--- config.mk ---
export PLATFORM = sky130hd
export DESIGN_NAME = p4_router_egress_demux_flat
export DESIGN_NICKNAME = d
export VERILOG_FILES = /design/src/rtl/p4_router_egress_demux_if.sv /design/src/rtl/p4_router_egress_demux.sv /design/src/flat_wrapper.sv
export SDC_FILE = /design/constraint.sdc
export NUM_CORES = 1
export LEC_CHECK = 0
export ABC_AREA = 1
export CORE_MARGIN = 10
export CORE_UTILIZATION = 50
export DETAILED_ROUTE_END_ITERATION = 8
export DONT_BUFFER_PORTS = 1
export GPL_ROUTABILITY_DRIVEN = 0
export GPL_TIMING_DRIVEN = 0
export PLACE_DENSITY = 0.68
export SLEW_MARGIN = 20
export SYNTH_ARGS = -nofsm -noshare
export SYNTH_HDL_FRONTEND = slang
export SYNTH_SLANG_ARGS = --single-unit
--- constraint.sdc ---
create_clock -name core_clk_ifc -period 16.7 [get_ports core_clk_ifc]
set_input_delay 1.67 -clock core_clk_ifc [delete_from_list [all_inputs] [get_ports core_clk_ifc]]
set_output_delay 1.67 -clock core_clk_ifc [all_outputs]
set_load 0.005 [all_outputs]
--- src/rtl/p4_router_egress_demux_if.sv ---
// ---------------------------------------------------------------------------
// p4_router_egress_demux_if
// Purpose : bundles the single egress input stream and the NUM_PORTS output
//           streams of the egress demux into one interface.
// Signals : in_tdata/in_tkeep/in_tuser/in_tlast/in_tvalid/in_tready
//             - input stream, in_tuser carries the egress port select
//           out_tdata/out_tkeep/out_tlast/out_tvalid/out_tready
//             - per-port output streams, port i at slice i
// Modports: master - upstream source / downstream sinks (testbench side)
//           slave  - the demux itself
// ---------------------------------------------------------------------------
interface p4_router_egress_demux_if #(
  parameter int NUM_PORTS      = 4,
  parameter int DATA_BYTES     = 8,
  parameter int PORT_SEL_WIDTH = 2
);
  logic [DATA_BYTES*8-1:0]           in_tdata;
  logic [DATA_BYTES-1:0]             in_tkeep;
  logic [PORT_SEL_WIDTH-1:0]         in_tuser;
  logic                              in_tlast;
  logic                              in_tvalid;
  logic                              in_tready;
  logic [NUM_PORTS*DATA_BYTES*8-1:0] out_tdata;
  logic [NUM_PORTS*DATA_BYTES-1:0]   out_tkeep;
  logic [NUM_PORTS-1:0]              out_tlast;
  logic [NUM_PORTS-1:0]              out_tvalid;
  logic [NUM_PORTS-1:0]              out_tready;

  modport master (
    output in_tdata, in_tkeep, in_tuser, in_tlast, in_tvalid,
    input  in_tready,
    input  out_tdata, out_tkeep, out_tlast, out_tvalid,
    output out_tready
  );

  modport slave (
    input  in_tdata, in_tkeep, in_tuser, in_tlast, in_tvalid,
    output in_tready,
    output out_tdata, out_tkeep, out_tlast, out_tvalid,
    input  out_tready
  );
endinterface

--- src/rtl/p4_router_egress_demux.sv ---
// ---------------------------------------------------------------------------
// p4_router_egress_demux
// Purpose : frame-aware 1-to-N demultiplexer. The port select in in_tuser is
//           taken from the first beat of each frame and the whole frame is
//           steered to that output stream, or discarded whole when the port
//           is disabled or out of range.
// Ports   : core_clk_ifc     - clock, rising edge
//           core_areset_ifc  - asynchronous active-high reset
//           egr              - input stream and per-port output streams
//           port_enable      - per-port enable, sampled at start of frame
//           cnts_clear       - synchronous clear of all counters
//           fwd_pkt_cnt      - frames forwarded per port
//           dis_drop_cnt     - frames dropped per port because disabled
//           bad_sel_drop_cnt - frames dropped because select >= NUM_PORTS
// ---------------------------------------------------------------------------
module p4_router_egress_demux #(
  parameter int NUM_PORTS      = 4,
  parameter int DATA_BYTES     = 8,
  parameter int PORT_SEL_WIDTH = 2,
  parameter int CNT_WIDTH      = 32
) (
  input  logic                           core_clk_ifc,
  input  logic                           core_areset_ifc,
  p4_router_egress_demux_if.slave        egr,
  input  logic [NUM_PORTS-1:0]           port_enable,
  input  logic                           cnts_clear,
  output logic [NUM_PORTS*CNT_WIDTH-1:0] fwd_pkt_cnt,
  output logic [NUM_PORTS*CNT_WIDTH-1:0] dis_drop_cnt,
  output logic [CNT_WIDTH-1:0]           bad_sel_drop_cnt
);

  generate
    if ((NUM_PORTS < 2) || (PORT_SEL_WIDTH < $clog2(NUM_PORTS))) begin : g_param_chk
      $error("p4_router_egress_demux: NUM_PORTS must be >= 2 and fit in PORT_SEL_WIDTH");
    end
  endgenerate

  localparam logic [PORT_SEL_WIDTH:0] LP_NUM_PORTS = (PORT_SEL_WIDTH+1)'(NUM_PORTS);

  typedef enum logic [1:0] {S_IDLE = 2'd0, S_FWD = 2'd1, S_DROP = 2'd2} state_t;

  state_t                                   r_state, w_state_nxt;
  logic [PORT_SEL_WIDTH-1:0]                r_sel, w_sel_nxt;
  logic                                     r_live;
  logic                                     w_sel_ok, w_sof_en, w_fwd, w_port_rdy;
  logic                                     w_in_tready, w_acc, w_idle, w_bad_inc;
  logic [PORT_SEL_WIDTH-1:0]                w_port;
  logic [NUM_PORTS-1:0]                     w_user_oh, w_port_oh, w_load;
  logic [NUM_PORTS-1:0]                     w_fwd_inc, w_dis_inc;
  logic [NUM_PORTS-1:0]                     r_vld, r_last;
  logic [NUM_PORTS-1:0][DATA_BYTES*8-1:0]   r_data;
  logic [NUM_PORTS-1:0][DATA_BYTES-1:0]     r_keep;
  logic [NUM_PORTS-1:0][CNT_WIDTH-1:0]      r_fwd_cnt, r_dis_cnt;
  logic [CNT_WIDTH-1:0]                     r_bad_cnt;

  // Saturating counter step; clear wins over a same-cycle increment.
  function automatic logic [CNT_WIDTH-1:0] f_cnt_next(
    input logic [CNT_WIDTH-1:0] cur,
    input logic                 inc,
    input logic                 clr
  );
    if (clr) begin
      return '0;
    end else if (inc && (cur != {CNT_WIDTH{1'b1}})) begin
      return cur + CNT_WIDTH'(1);
    end else begin
      return cur;
    end
  endfunction

  // Routing decision for the current beat and the resulting input ready.
  always_comb begin
    w_idle   = (r_state == S_IDLE);
    w_sel_ok = ({1'b0, egr.in_tuser} < LP_NUM_PORTS);
    for (int i = 0; i < NUM_PORTS; i++) begin
      w_user_oh[i] = (egr.in_tuser == PORT_SEL_WIDTH'(i));
    end
    // An out-of-range select decodes to all zeros, so it never reads as enabled.
    w_sof_en = |(w_user_oh & port_enable);
    case (r_state)
      S_IDLE: begin
        w_port = egr.in_tuser;
        w_fwd  = w_sel_ok && w_sof_en;
      end
      S_FWD: begin
        w_port = r_sel;
        w_fwd  = 1'b1;
      end
      S_DROP: begin
        w_port = r_sel;
        w_fwd  = 1'b0;
      end
      default: begin
        w_port = r_sel;
        w_fwd  = 1'b0;
      end
    endcase
    for (int i = 0; i < NUM_PORTS; i++) begin
      w_port_oh[i] = (w_port == PORT_SEL_WIDTH'(i));
    end
    // Ready only looks at the target port register, never at in_tvalid.
    w_port_rdy  = |(w_port_oh & (~r_vld | egr.out_tready));
    w_in_tready = r_live && (w_fwd ? w_port_rdy : 1'b1);
    w_acc       = egr.in_tvalid && w_in_tready;
    w_load      = (w_acc && w_fwd) ? w_port_oh : '0;
    w_fwd_inc   = w_load & {NUM_PORTS{egr.in_tlast}};
    w_dis_inc   = (w_acc && w_idle && w_sel_ok && !w_sof_en) ? w_user_oh : '0;
    w_bad_inc   = w_acc && w_idle && !w_sel_ok;
  end

  // Frame state machine next-state logic.
  always_comb begin
    w_state_nxt = r_state;
    w_sel_nxt   = r_sel;
    case (r_state)
      S_IDLE: begin
        if (w_acc && !egr.in_tlast) begin
          w_sel_nxt   = egr.in_tuser;
          w_state_nxt = w_fwd ? S_FWD : S_DROP;
        end else begin
          w_state_nxt = S_IDLE;
        end
      end
      S_FWD, S_DROP: begin
        if (w_acc && egr.in_tlast) begin
          w_state_nxt = S_IDLE;
        end else begin
          w_state_nxt = r_state;
        end
      end
      default: w_state_nxt = S_IDLE;
    endcase
  end

  // State, latched select, and the post-reset input enable.
  always_ff @(posedge core_clk_ifc or posedge core_areset_ifc) begin
    if (core_areset_ifc) begin
      r_state <= S_IDLE;
      r_sel   <= '0;
      r_live  <= 1'b0;
    end else begin
      r_state <= w_state_nxt;
      r_sel   <= w_sel_nxt;
      r_live  <= 1'b1;
    end
  end

  // Per-port output registers; a load takes precedence over a drain.
  always_ff @(posedge core_clk_ifc or posedge core_areset_ifc) begin
    if (core_areset_ifc) begin
      r_vld  <= '0;
      r_last <= '0;
      r_data <= '0;
      r_keep <= '0;
    end else begin
      for (int i = 0; i < NUM_PORTS; i++) begin
        if (w_load[i]) begin
          r_vld[i]  <= 1'b1;
          r_last[i] <= egr.in_tlast;
          r_data[i] <= egr.in_tdata;
          r_keep[i] <= egr.in_tkeep;
        end else if (egr.out_tready[i]) begin
          r_vld[i]  <= 1'b0;
        end
      end
    end
  end

  // Frame counters.
  always_ff @(posedge core_clk_ifc or posedge core_areset_ifc) begin
    if (core_areset_ifc) begin
      r_fwd_cnt <= '0;
      r_dis_cnt <= '0;
      r_bad_cnt <= '0;
    end else begin
      for (int i = 0; i < NUM_PORTS; i++) begin
        r_fwd_cnt[i] <= f_cnt_next(r_fwd_cnt[i], w_fwd_inc[i], cnts_clear);
        r_dis_cnt[i] <= f_cnt_next(r_dis_cnt[i], w_dis_inc[i], cnts_clear);
      end
      r_bad_cnt <= f_cnt_next(r_bad_cnt, w_bad_inc, cnts_clear);
    end
  end

  assign egr.in_tready     = w_in_tready;
  assign egr.out_tvalid    = r_vld;
  assign egr.out_tlast     = r_last;
  assign egr.out_tdata     = r_data;
  assign egr.out_tkeep     = r_keep;
  assign fwd_pkt_cnt       = r_fwd_cnt;
  assign dis_drop_cnt      = r_dis_cnt;
  assign bad_sel_drop_cnt  = r_bad_cnt;

endmodule

--- src/flat_wrapper.sv ---
// flat-port wrapper written by rule: the top's interface ports become plain ports
module p4_router_egress_demux_flat 
#(
  parameter int NUM_PORTS      = 4,
  parameter int DATA_BYTES     = 8,
  parameter int PORT_SEL_WIDTH = 2,
  parameter int CNT_WIDTH      = 32
)
  (core_clk_ifc, core_areset_ifc, port_enable, cnts_clear, fwd_pkt_cnt, dis_drop_cnt, bad_sel_drop_cnt, egr_in_tdata, egr_in_tkeep, egr_in_tuser, egr_in_tlast, egr_in_tvalid, egr_in_tready, egr_out_tdata, egr_out_tkeep, egr_out_tlast, egr_out_tvalid, egr_out_tready);
  p4_router_egress_demux_if #(.NUM_PORTS(NUM_PORTS), .DATA_BYTES(DATA_BYTES), .PORT_SEL_WIDTH(PORT_SEL_WIDTH)) egr_i ();
  input  logic core_clk_ifc;
  input  logic core_areset_ifc;
  input  logic [NUM_PORTS-1:0] port_enable;
  input  logic cnts_clear;
  output logic [NUM_PORTS*CNT_WIDTH-1:0] fwd_pkt_cnt;
  output logic [NUM_PORTS*CNT_WIDTH-1:0] dis_drop_cnt;
  output logic [CNT_WIDTH-1:0] bad_sel_drop_cnt;
  input wire logic [$bits(egr_i.in_tdata)-1:0] egr_in_tdata;
  input wire logic [$bits(egr_i.in_tkeep)-1:0] egr_in_tkeep;
  input wire logic [$bits(egr_i.in_tuser)-1:0] egr_in_tuser;
  input wire logic [$bits(egr_i.in_tlast)-1:0] egr_in_tlast;
  input wire logic [$bits(egr_i.in_tvalid)-1:0] egr_in_tvalid;
  output wire logic [$bits(egr_i.in_tready)-1:0] egr_in_tready;
  output wire logic [$bits(egr_i.out_tdata)-1:0] egr_out_tdata;
  output wire logic [$bits(egr_i.out_tkeep)-1:0] egr_out_tkeep;
  output wire logic [$bits(egr_i.out_tlast)-1:0] egr_out_tlast;
  output wire logic [$bits(egr_i.out_tvalid)-1:0] egr_out_tvalid;
  input wire logic [$bits(egr_i.out_tready)-1:0] egr_out_tready;
  assign egr_i.in_tdata = egr_in_tdata;
  assign egr_i.in_tkeep = egr_in_tkeep;
  assign egr_i.in_tuser = egr_in_tuser;
  assign egr_i.in_tlast = egr_in_tlast;
  assign egr_i.in_tvalid = egr_in_tvalid;
  assign egr_in_tready = egr_i.in_tready;
  assign egr_out_tdata = egr_i.out_tdata;
  assign egr_out_tkeep = egr_i.out_tkeep;
  assign egr_out_tlast = egr_i.out_tlast;
  assign egr_out_tvalid = egr_i.out_tvalid;
  assign egr_i.out_tready = egr_out_tready;
  p4_router_egress_demux #(.NUM_PORTS(NUM_PORTS), .DATA_BYTES(DATA_BYTES), .PORT_SEL_WIDTH(PORT_SEL_WIDTH), .CNT_WIDTH(CNT_WIDTH)) u_core (.core_clk_ifc(core_clk_ifc), .core_areset_ifc(core_areset_ifc), .egr(egr_i), .port_enable(port_enable), .cnts_clear(cnts_clear), .fwd_pkt_cnt(fwd_pkt_cnt), .dis_drop_cnt(dis_drop_cnt), .bad_sel_drop_cnt(bad_sel_drop_cnt));
endmodule
## After elaboration in Yosys (flattened, before gate mapping)

Cells that the tools add are included.

- Register bits: 557
- Input port bits: 87
- Output and inout bits: 585
- Word-level logic and storage cells: 126

- Add/subtract/negate cells: 8
- Eq/ne operators: 17
- Mux-type cells: 33
- Bitwise gates (word level): 5
- Reduce and logical (&&, ||, !) cells: 36

Operators with widths:

| cell | count |
|---|---|
| $mux 32 | 16 |
| $add 32x1->32 const B | 8 |
| $ne 32x32->1 const B | 8 |
| $reduce_bool 2->1 | 12 |
| $logic_and 1x1->1 | 15 |
| $and 4x4->4 | 3 |
| $eq 2x2->1 const B | 5 |
| $mux 1 | 9 |
| $mux 2 | 4 |
| $mux 4 | 2 |
| $reduce_or 4->1 | 2 |
| $eq 2x1->1 const B | 3 |
| $logic_not 2->1 | 3 |
| $not 4->4 | 1 |
| $or 4x4->4 | 1 |
| $pmux 2 s2 | 1 |
| $logic_not 1->1 | 2 |
| $ne 2x1->1 const B | 1 |
| $pmux 1 s2 | 1 |
| $reduce_and 2->1 | 1 |
| $reduce_or 2->1 | 1 |

## Longest topological paths before layout

Gate-level depths: netlist (run 1).

- Depth after elaboration: 14
- Depth in mapped cells: 16

## Worst setup path before layout (run 1)

No wires, ideal clock.

- Path kind: input -> output
- From: input port egr_in_tuser[1]
- To: output port egr_in_tready
- Arrival time: 2.528 ns
- Data required time: 15.030 ns
- Setup slack: 12.502 ns
- Stages: 8
- Buffers on the path: 1
- Cells stage by stage: buf_2 nor2_1 nand2_1 nand2_1 o21ai_1 nand2_1 nand2_1 and2_1

- Longest elaborated chain between the ends: 6
- Elaborated cells between the ends (all ways): 16
- Classes of those cells: eq/ne (6); mux (3); bitwise (2); reduce/logical (5)

RTL lines:

| item | RTL line | source |
|---|---|---|
| from (decl) | flat_wrapper.sv:20 | `input wire logic [$bits(egr_i.in_tuser)-1:0] egr_in_tuser;` |
| $eq 2x1->1 (tied with other cells) | p4_router_egress_demux.sv:76 | `w_user_oh[i] = (egr.in_tuser == PORT_SEL_WIDTH'(i));` |
| $and 4x4->4 (tied with other cells) | p4_router_egress_demux.sv:79 | `w_sof_en = \|(w_user_oh & port_enable);` |
| $reduce_or 4->1 / $and 4x4->4 (equally long branches) | p4_router_egress_demux.sv:79, p4_router_egress_demux.sv:102 |  |
| $pmux 1 s2 / $reduce_or 4->1 (equally long branches) | p4_router_egress_demux.sv:80, p4_router_egress_demux.sv:102 |  |
| $mux 1 (*) | p4_router_egress_demux.sv:103 | `w_in_tready = r_live && (w_fwd ? w_port_rdy : 1'b1);` |
| $logic_and 1x1->1 (*) | p4_router_egress_demux.sv:103 |  |
| to (decl) | flat_wrapper.sv:23 | `output wire logic [$bits(egr_i.in_tready)-1:0] egr_in_tready;` |

Every way passes the cells marked *; elsewhere a longest branch is shown, timed or not.

## Final worst setup path (run 1)

Same ends and word-level chain as after synthesis.

==> results.md, run 1 <==
* Layout fillers at 5583
* Final wirelength at 107000 um
* Int Pwr at 2.65 mW
* Setup Viol. Count Final at 0
* Dpl ws at 12.12 ns
* Dpl hpwl at 82800 um
* DRC at 0
* Post-synth top area share at 47.0%
* Worst vdd ir at 0.108 mV
* Die H at 264 um
* Largest net degree at the start of global routing at 35
* Crit path capture type: output port
* First-pass GRT wire length at 162000 um
* Total track usage at 29.6%
* Critical Path RT at 15.03 ns
* Rows at 89
* Synth unique cells at 30
* Die footprint at 0.0695 mm2
* Worst-Margin Slew at 0.880 ns
* Vias at 27300
* Die Wd at 264 um
* Area leader, netlist: dfrtp_1
* Drt wl/cell at 21.7 um
* Root buffer cell: clkbuf_16
* Final net count at 4194
* Static leakage at 17.9 nW
* DR vias/cell at 5.55
* Crit share post-route at 27.6%
* Number of global-route vias before repair at 25600
* Crit path kind: input port to output port
* Critical path peak fanout at 8
* Mapped Avg Cell Area at 7.45 um2
* Final Hold Vio Count at 0
* Initial Util at 50.4%
* Sw frac at 30.7%
* Top post-synthesis cells by area: dfrtp_1 47%, nand2_1 20%, nand3_1 7.1%, nand4_1 5.1%, xor2_1 4.0%
* Sequential area share after synthesis at 47.0%
* Worst Slack Setup Final at 12.10 ns
* WP data arrival at 2.93 ns
* CP Launch Type: input port
* RSZ-0062 raised after global routing: no
* Sw Pwr at 1.18 mW
* Antenna Violating Nets Remaining at 0
* Initial antenna violation count at 3
* Seq cells post-synth at 557
* Global route overflow at 0
* Sequential fraction of design power at 52.5%
* CTS sink cnt at 557
* Synth Warn # at 0
* Layout cells sized above 1 at 5.91%
* # hold bufs at CTS at 0
* Layout area overhead at 12.4%
* Post-cts resize count at 0
* Drt first pass iters at 6
* Final Util at 56.6%
* H-tree depth at 2
* HP Class: flip-flop to flip-flop
* Setup total negative slack at 0 ns
* Min Tclk post-route at 4.60 ns
* Synth Instances at 3985
* Max-slew violation count at 0
* Total Power at 3.83 mW
* CTS tree: done
* Clk pwr share at 38.2%
* Boundary pin count at 672
* Status: finished, final reports clean
* Initial DRC Count at 2518
* Fmax at 0.217 GHz
* Slew Limit Headroom at 41.4%
* Clock buffer depth at 3
* Comb power frac at 9.4%
* Setup bufs post-CTS at 0
* Buffers on Ports at 0
* Pwr dens at 115 mW/mm2
* Reg clk slew, reported paths at 0.06 ns
* Synth Cell Area at 0.0297 mm2
* Total of max-cap violations at 0
* CTS Buf Count at 60
* Skew final at 0.0253 ns
* Clk_lat worst skew at 0.63 ns
* Core area at 0.0589 mm2
==> metrics by stage <==
step                area, um2  hold slack (ns)  cells
finish                  33400            0.507   4921
global route            33400            0.533   4920
detailed placement      31200            0.497   4808
global placement        30800            0.492   4789
CTS                     33400            0.511   4920
floorplan               29800            0.465   4016
==> metal layers <==
metal	wire length (um)	GRT usage, %	vias to the layer above
met4	5140	13.2	2
met3	12000	11.7	235
met2	47700	45.1	1182
met5	20	0	-
met1	42000	36.5	13000
li1	-	-	12900
==> flip-flops by register name, indices dropped and copies added, names as in the netlist <==
| name | cells |
|---|---|
| u_core.dis_drop_cnt | 128 |
| u_core.egr.out_tdata | 256 |
| u_core.egr.out_tkeep | 32 |
| u_core.egr.out_tlast | 4 |
| u_core.egr.out_tvalid | 4 |
| u_core.fwd_pkt_cnt | 128 |
| u_core.r_live | 1 |
| u_core.r_sel | 2 |
| u_core.r_state | 2 |
==> layout by cell type (no fill, tap or decap), types with 2 or more instances in the layout <==
cell type and n:
xnor2_1 87, o21bai_1 3, buf_4 32, or2_2 2, clkinv_2 11, ha_1 10
dfrtp_1 557, clkbuf_16 61, nand3_1 422, clkbuf_8 13, clkinvlp_4 3, inv_2 9
clkbuf_1 116, or3_1 5, clkinv_4 2, nor2_1 234, nor4_1 32, nor3_2 6
nand2_1 1586, nor3_1 84, buf_16 2, buf_2 66, buf_12 17, inv_1 316
xor2_1 137, bufinv_16 10, nor2_2 7, o21ai_0 9, nand3b_1 3, nor3b_1 6
nand4_1 240, buf_1 18, conb_1 33
==> area by class of cell <==
type	count	area, um2	area share [%]
well taps	773	967	2.90
clock buffers	84	1740	5.23
clock inverters	28	443	1.33
flip-flops and latches	557	13900	41.8
multi-input cells	2911	13600	40.8
plain buffers	222	1040	3.11
inverters	326	1230	3.68
diodes	1	2.50	0.00750
repair buffers	19	395	1.19
==> synth_stat cells <==
master and n:
a21oi_1 1, and2_1 1, buf_1 18, buf_2 66
buf_4 32, clkbuf_1 106, conb_1 2, dfrtp_1 557
ha_1 10, inv_1 317, inv_2 9, nand2_1 1586
nand3_1 422, nand3b_1 3, nand4_1 240, nand4_4 1
nor2_1 234, nor2_2 7, nor3_1 84, nor3_2 6
nor3b_1 6, nor4_1 32, o21ai_0 9, o21ai_1 1
o21bai_1 3, o22ai_1 1, or2_2 2, or3_1 5
xnor2_1 87, xor2_1 137
==> power by group through the flow <==
stage	Combinational, mW	Clock (mW)	Sequential [mW]
after global placement	0.324	0	2.03
after global routing	0.427	1.54	2.03
after floorplan	0.279	0	1.84
after detailed placement	0.360	0	2.03
final	0.358	1.46	2.01
after CTS	0.362	1.48	2.01
==> kinds of logic (layout without fill, tap and decap cells) <==
family | after synthesis | count (layout) | share of synthesized area, %
fa+ha+maj | 10 | 10 | 0.421
flops | 557 | 557 | 47.0
xor+xnor | 224 | 224 | 6.61
simple gates | 2629 | 2629 | 38.1
other cells | 2 | 34 | 0.0253
buf+inv | 548 | 679 | 7.61
compound gates | 15 | 15 | 0.282
==> worst paths after layout <==
path | cells past startpoint | slack (ns) | to | start
hold reg to reg | 2 | 0.51 | u_core.egr.out_tdata[20] | u_core.egr.out_tdata[20]
max in group asynchronous | 7 | 13.99 | u_core.dis_drop_cnt[79] | core_areset_ifc
setup reg to reg | 12 | 13.60 | u_core.dis_drop_cnt[82] | u_core.dis_drop_cnt[64]
setup / recovery | 8 | 12.10 | egr_in_tready | egr_in_tuser[1]
min in group asynchronous | 1 | 0.97 | u_core.egr.out_tdata[235] | core_areset_ifc
hold / removal | 2 | 0.51 | u_core.egr.out_tdata[20] | u_core.egr.out_tdata[20]
==> worst max-delay path: stages <==
cell     delay [ns]
buf_2          0.17
nor2_1         0.33
nand2_1        0.09
nand2_1        0.09
o21ai_1        0.07
nand2_1        0.18
nand2_1        0.11
and2_1         0.22
No activity file was read; power rests on OpenSTA's default activity.
==> run 2: changes to the inputs <==
--- a/config.mk
+++ b/config.mk
@@ -12,7 +12,6 @@
 export DONT_BUFFER_PORTS = 1
 export GPL_ROUTABILITY_DRIVEN = 0
 export GPL_TIMING_DRIVEN = 0
-export PLACE_DENSITY = 0.68
 export SLEW_MARGIN = 20
 export SYNTH_ARGS = -nofsm -noshare
 export SYNTH_HDL_FRONTEND = slang
==> constraint.sdc (replaced) <==
create_clock -name core_clk_ifc -period 4.4 [get_ports core_clk_ifc]
set_input_delay 0.44 -clock core_clk_ifc [delete_from_list [all_inputs] [get_ports core_clk_ifc]]
set_output_delay 0.44 -clock core_clk_ifc [all_outputs]
set_load 0.005 [all_outputs]
==> run 2 against run 1 <==
Die area did not move; clock skew fell by 0.0037 ns; core utilization up 0.89 points; worst hold slack worse by 0.46 ns; flip-flop and latch count unchanged; global-route usage is 1.1 points higher; final cell count is 1.5% higher; non-clock buffer count rose by 72; register-to-register slack worse by 12 ns; routed wire length up 2.7%; clock power rose to 3.5 times the previous value.
==> results.md, run 2 (synthesized netlist as in run 1, its figures left out) <==
* Status: finished, final reports clean
* Vias at 27400 (+0.29%)
* Critical R2R Capture: u_core.egr.out_tdata[139]
* Comb power frac at 10.1% (+0.7 points)
* Drt wl/cell at 22.0 um (+1.2%)
* Cell mode on critical path: nand2_1
* Crit path kind: flip-flop to flip-flop
* Layout fillers at 5758 (+3.1%)
* Min Tclk post-route at 3.10 ns
* Critical path peak fanout at 10 (+2)
* Setup bufs post-CTS at 0 (unchanged)
* Max-slew violation count at 0 (unchanged)
* Post-Place Cell Area at 0.0311 mm2 (-0.11%)
* DRC at 0 (unchanged)
* CP Launch Type: flip-flop
* Worst reg2reg path depth at 13 (+1)
* Sequential fraction of design power at 53.7% (+1.2 points)
* Core area at 0.0589 mm2 (unchanged)
* Met3 routed wirelength at 11400 um (-5.3%)
* Critical-path top delay cell: nor2_2
* Root buffer cell: clkbuf_16
* DR vias/cell at 5.49 (-1.2%)
* CTS tree: done
* Critical Path RT at 4.93 ns (-10.10 ns)
* Total track usage at 30.7% (+1.1 points)
* First-pass GRT wire length at 168000 um (+4.1%)
* Critical Path, Cell by Cell: inv_1 > ha_1 > nand2_1 > nand2_1 > nand3_1 > nand4_1 > nand4_4 > nor2_2 > inv_2 > buf_2 > clkbuf_1 > nand2_1 > nand2_1
* Final wirelength at 110000 um (+2.7%)
* Rows at 89 (unchanged)
* Buffers on Ports at 0 (unchanged)
* Dpl hpwl at 86100 um (+4.0%)
* Crit path capture type: flip-flop
* HP Start: egr_in_tlast
* Slew Limit Headroom at 41.4% (about the same)
* Commonest non-fill, non-tap cell in the layout: nand2_1
* H-tree depth at 2 (unchanged)
* CTS Buf Count at 60 (unchanged)
* Worst-Margin Slew at 0.879 ns (-0.000462 ns)
* Buf/Inv on CP at 4 (+3)
* Pwr dens at 421 mW/mm2 (+270%)
* Initial DRC Count at 2334 (-7.3%)
* Crit path max-delay family: simple AND/OR/NAND/NOR gates
* Sw frac at 31.7% (+1.0 points)
* Die Wd at 264 um (unchanged)
* Hold Path Sink: u_core.r_state[1]
* Clk pwr share at 36.2% (-2.0 points)
* Static leakage at 18.1 nW (+1.1%)
* Int Pwr at 9.74 mW (+270%)
* Reg2Reg Setup Slack at 1.30 ns (-12.30 ns)
* HP Class: input port to flip-flop
* Largest net degree at the start of global routing at 35 (unchanged)
* CP max stage delay at 0.65 ns (+0.32 ns)
* Setup Viol. Count Final at 0 (unchanged)
* Reg clk slew, reported paths at 0.06 ns (about the same)
* Final Hold Vio Count at 0 (unchanged)
* WP data arrival at 3.64 ns (+0.71 ns)
* Boundary pin count at 672 (unchanged)
* Crit share post-route at 70.5%
* Layout area overhead at 14.1%
* Clock buffer depth at 3 (unchanged)
* RSZ-0062 raised after global routing: no
* Worst vdd ir at 0.341 mV (+220%)
* Total of max-cap violations at 0 (unchanged)
* Number of global-route vias before repair at 26500 (+3.4%)
* Max reg flops at 256 (unchanged)
* Most frequent cells in the layout: 1586 x nand2_1, 557 x dfrtp_1, 422 x nand3_1, 316 x inv_1, 240 x nand4_1
* Worst hold slack at 0.0454 ns (-0.461 ns)
* Initial antenna violation count at 5 (+2)
* Clk_lat worst skew at 0.65 ns (+0.02 ns)
* Skew final at 0.0216 ns (-0.00370 ns)
* Global route overflow at 0 (unchanged)
* Sw Pwr at 4.52 mW (+280%)
* Antenna Violating Nets Remaining at 0 (unchanged)
* Die H at 264 um (unchanged)
* Drt first pass iters at 6 (unchanged)
* Fmax at 0.323 GHz
* Met2 routed WL at 50400 um (+5.6%)
* Met1 WL at 43700 um (+4.1%)
* Initial Util at 50.4% (unchanged)
* Design area at 0.0339 mm2 (+1.6%)
* CTS sink cnt at 557 (unchanged)
* Layout cells sized above 1 at 5.57% (-0.34 points)
* Max Used Layer: met5
* Cell depth of the worst min-delay path at 3 (+1)
* Die footprint at 0.0695 mm2 (unchanged)
* Crit Reg-Reg Startpoint: u_core.r_state[1]
* Final net count at 4266 (+1.7%)
[run 2: cell types whose count changed in the layout (fill, tap and decap cells not counted)]
cell,change
clkbuf_1,+8
clkinv_16,+1
buf_12,+1
diode_2,+1
buf_16,-2
dlygate4sd3_1,+73
clkinv_8,-1
clkbuf_16,-1
clkinv_4,-1
inv_6,+1
clkinv_2,-2
bufinv_16,-6
[run 2: routing by layer]
| layer | track usage [%] | vias to the layer above |
|---|---|---|
| met5 | 0 | - |
| met4 | 11.0 | 8 |
| met3 | 11.1 | 200 |
| met2 | 48.9 | 978 |
| met1 | 37.7 | 13200 |
| li1 | - | 13000 |
[run 2: worst min-delay path, cell delays in order]
cell     delay, ns
nor2_1        0.08
nand2_1       0.07
o22ai_1       0.06
[run 2: power groups by stage]
stage	logic, mW	clock network (mW)	registers (mW)
after floorplan	1.06	0	6.97
after global placement	1.24	0	7.76
after detailed placement	1.34	0	7.76
after CTS	1.45	5.25	7.68
after global routing	1.73	5.46	7.74
final	1.43	5.17	7.66
[run 2: cell type report]
| type | count | area [um2] | area share (%) |
|---|---|---|---|
| Clock buffer | 91 | 1750 | 5.16 |
| Clock inverter | 20 | 267 | 0.787 |
| Antenna cell | 2 | 5.00 | 0.0148 |
| Timing Repair Buffer | 91 | 1090 | 3.22 |
| Buffer | 222 | 1040 | 3.06 |
| Tap cell | 773 | 967 | 2.85 |
| Inverter | 326 | 1230 | 3.62 |
| Sequential cell | 557 | 13900 | 41.1 |
| Multi-Input combinational cell | 2911 | 13600 | 40.1 |
[run 2: per-stage QoR]
| stage | setup TNS, ns | util [%] | power (mW) | instances | setup WS (ns) |
|---|---|---|---|---|---|
| floorplan | -2017.32 | - | 8.02 | 4016 | -3.62 |
| global placement | -3767.70 | 52.2 | 9.00 | 4789 | -6.86 |
| detailed placement | 0 | 52.8 | 9.10 | 4807 | 1.12 |
| CTS | 0 | 57.5 | 14.4 | 4991 | 1.28 |
| global route | 0 | 57.5 | 14.9 | 4992 | 0.914 |
| finish | 0 | 57.5 | 14.3 | 4993 | 1.30 |
[run 2: repair_timing]
action	CTS	global route
hold buffers	73	0
endpoints found under the hold margin	313	0
resized for setup	0	0
[run 2: how the worst max path moves through the flow]
stage / from / slack [ns] / endpoint / cells past startpoint
after floorplan: core_areset_ifc / -3.62 / u_core.dis_drop_cnt[0] / 1
after global placement: core_areset_ifc / -6.86 / u_core.dis_drop_cnt[44] / 1
after global routing: u_core.r_state[1] / 0.91 / u_core.egr.out_tdata[139] / 13
after CTS: u_core.r_state[1] / 1.28 / u_core.egr.out_tdata[146] / 13
final: u_core.r_state[1] / 1.30 / u_core.egr.out_tdata[139] / 13
after detailed placement: egr_in_tuser[1] / 1.12 / u_core.egr.out_tdata[146] / 13
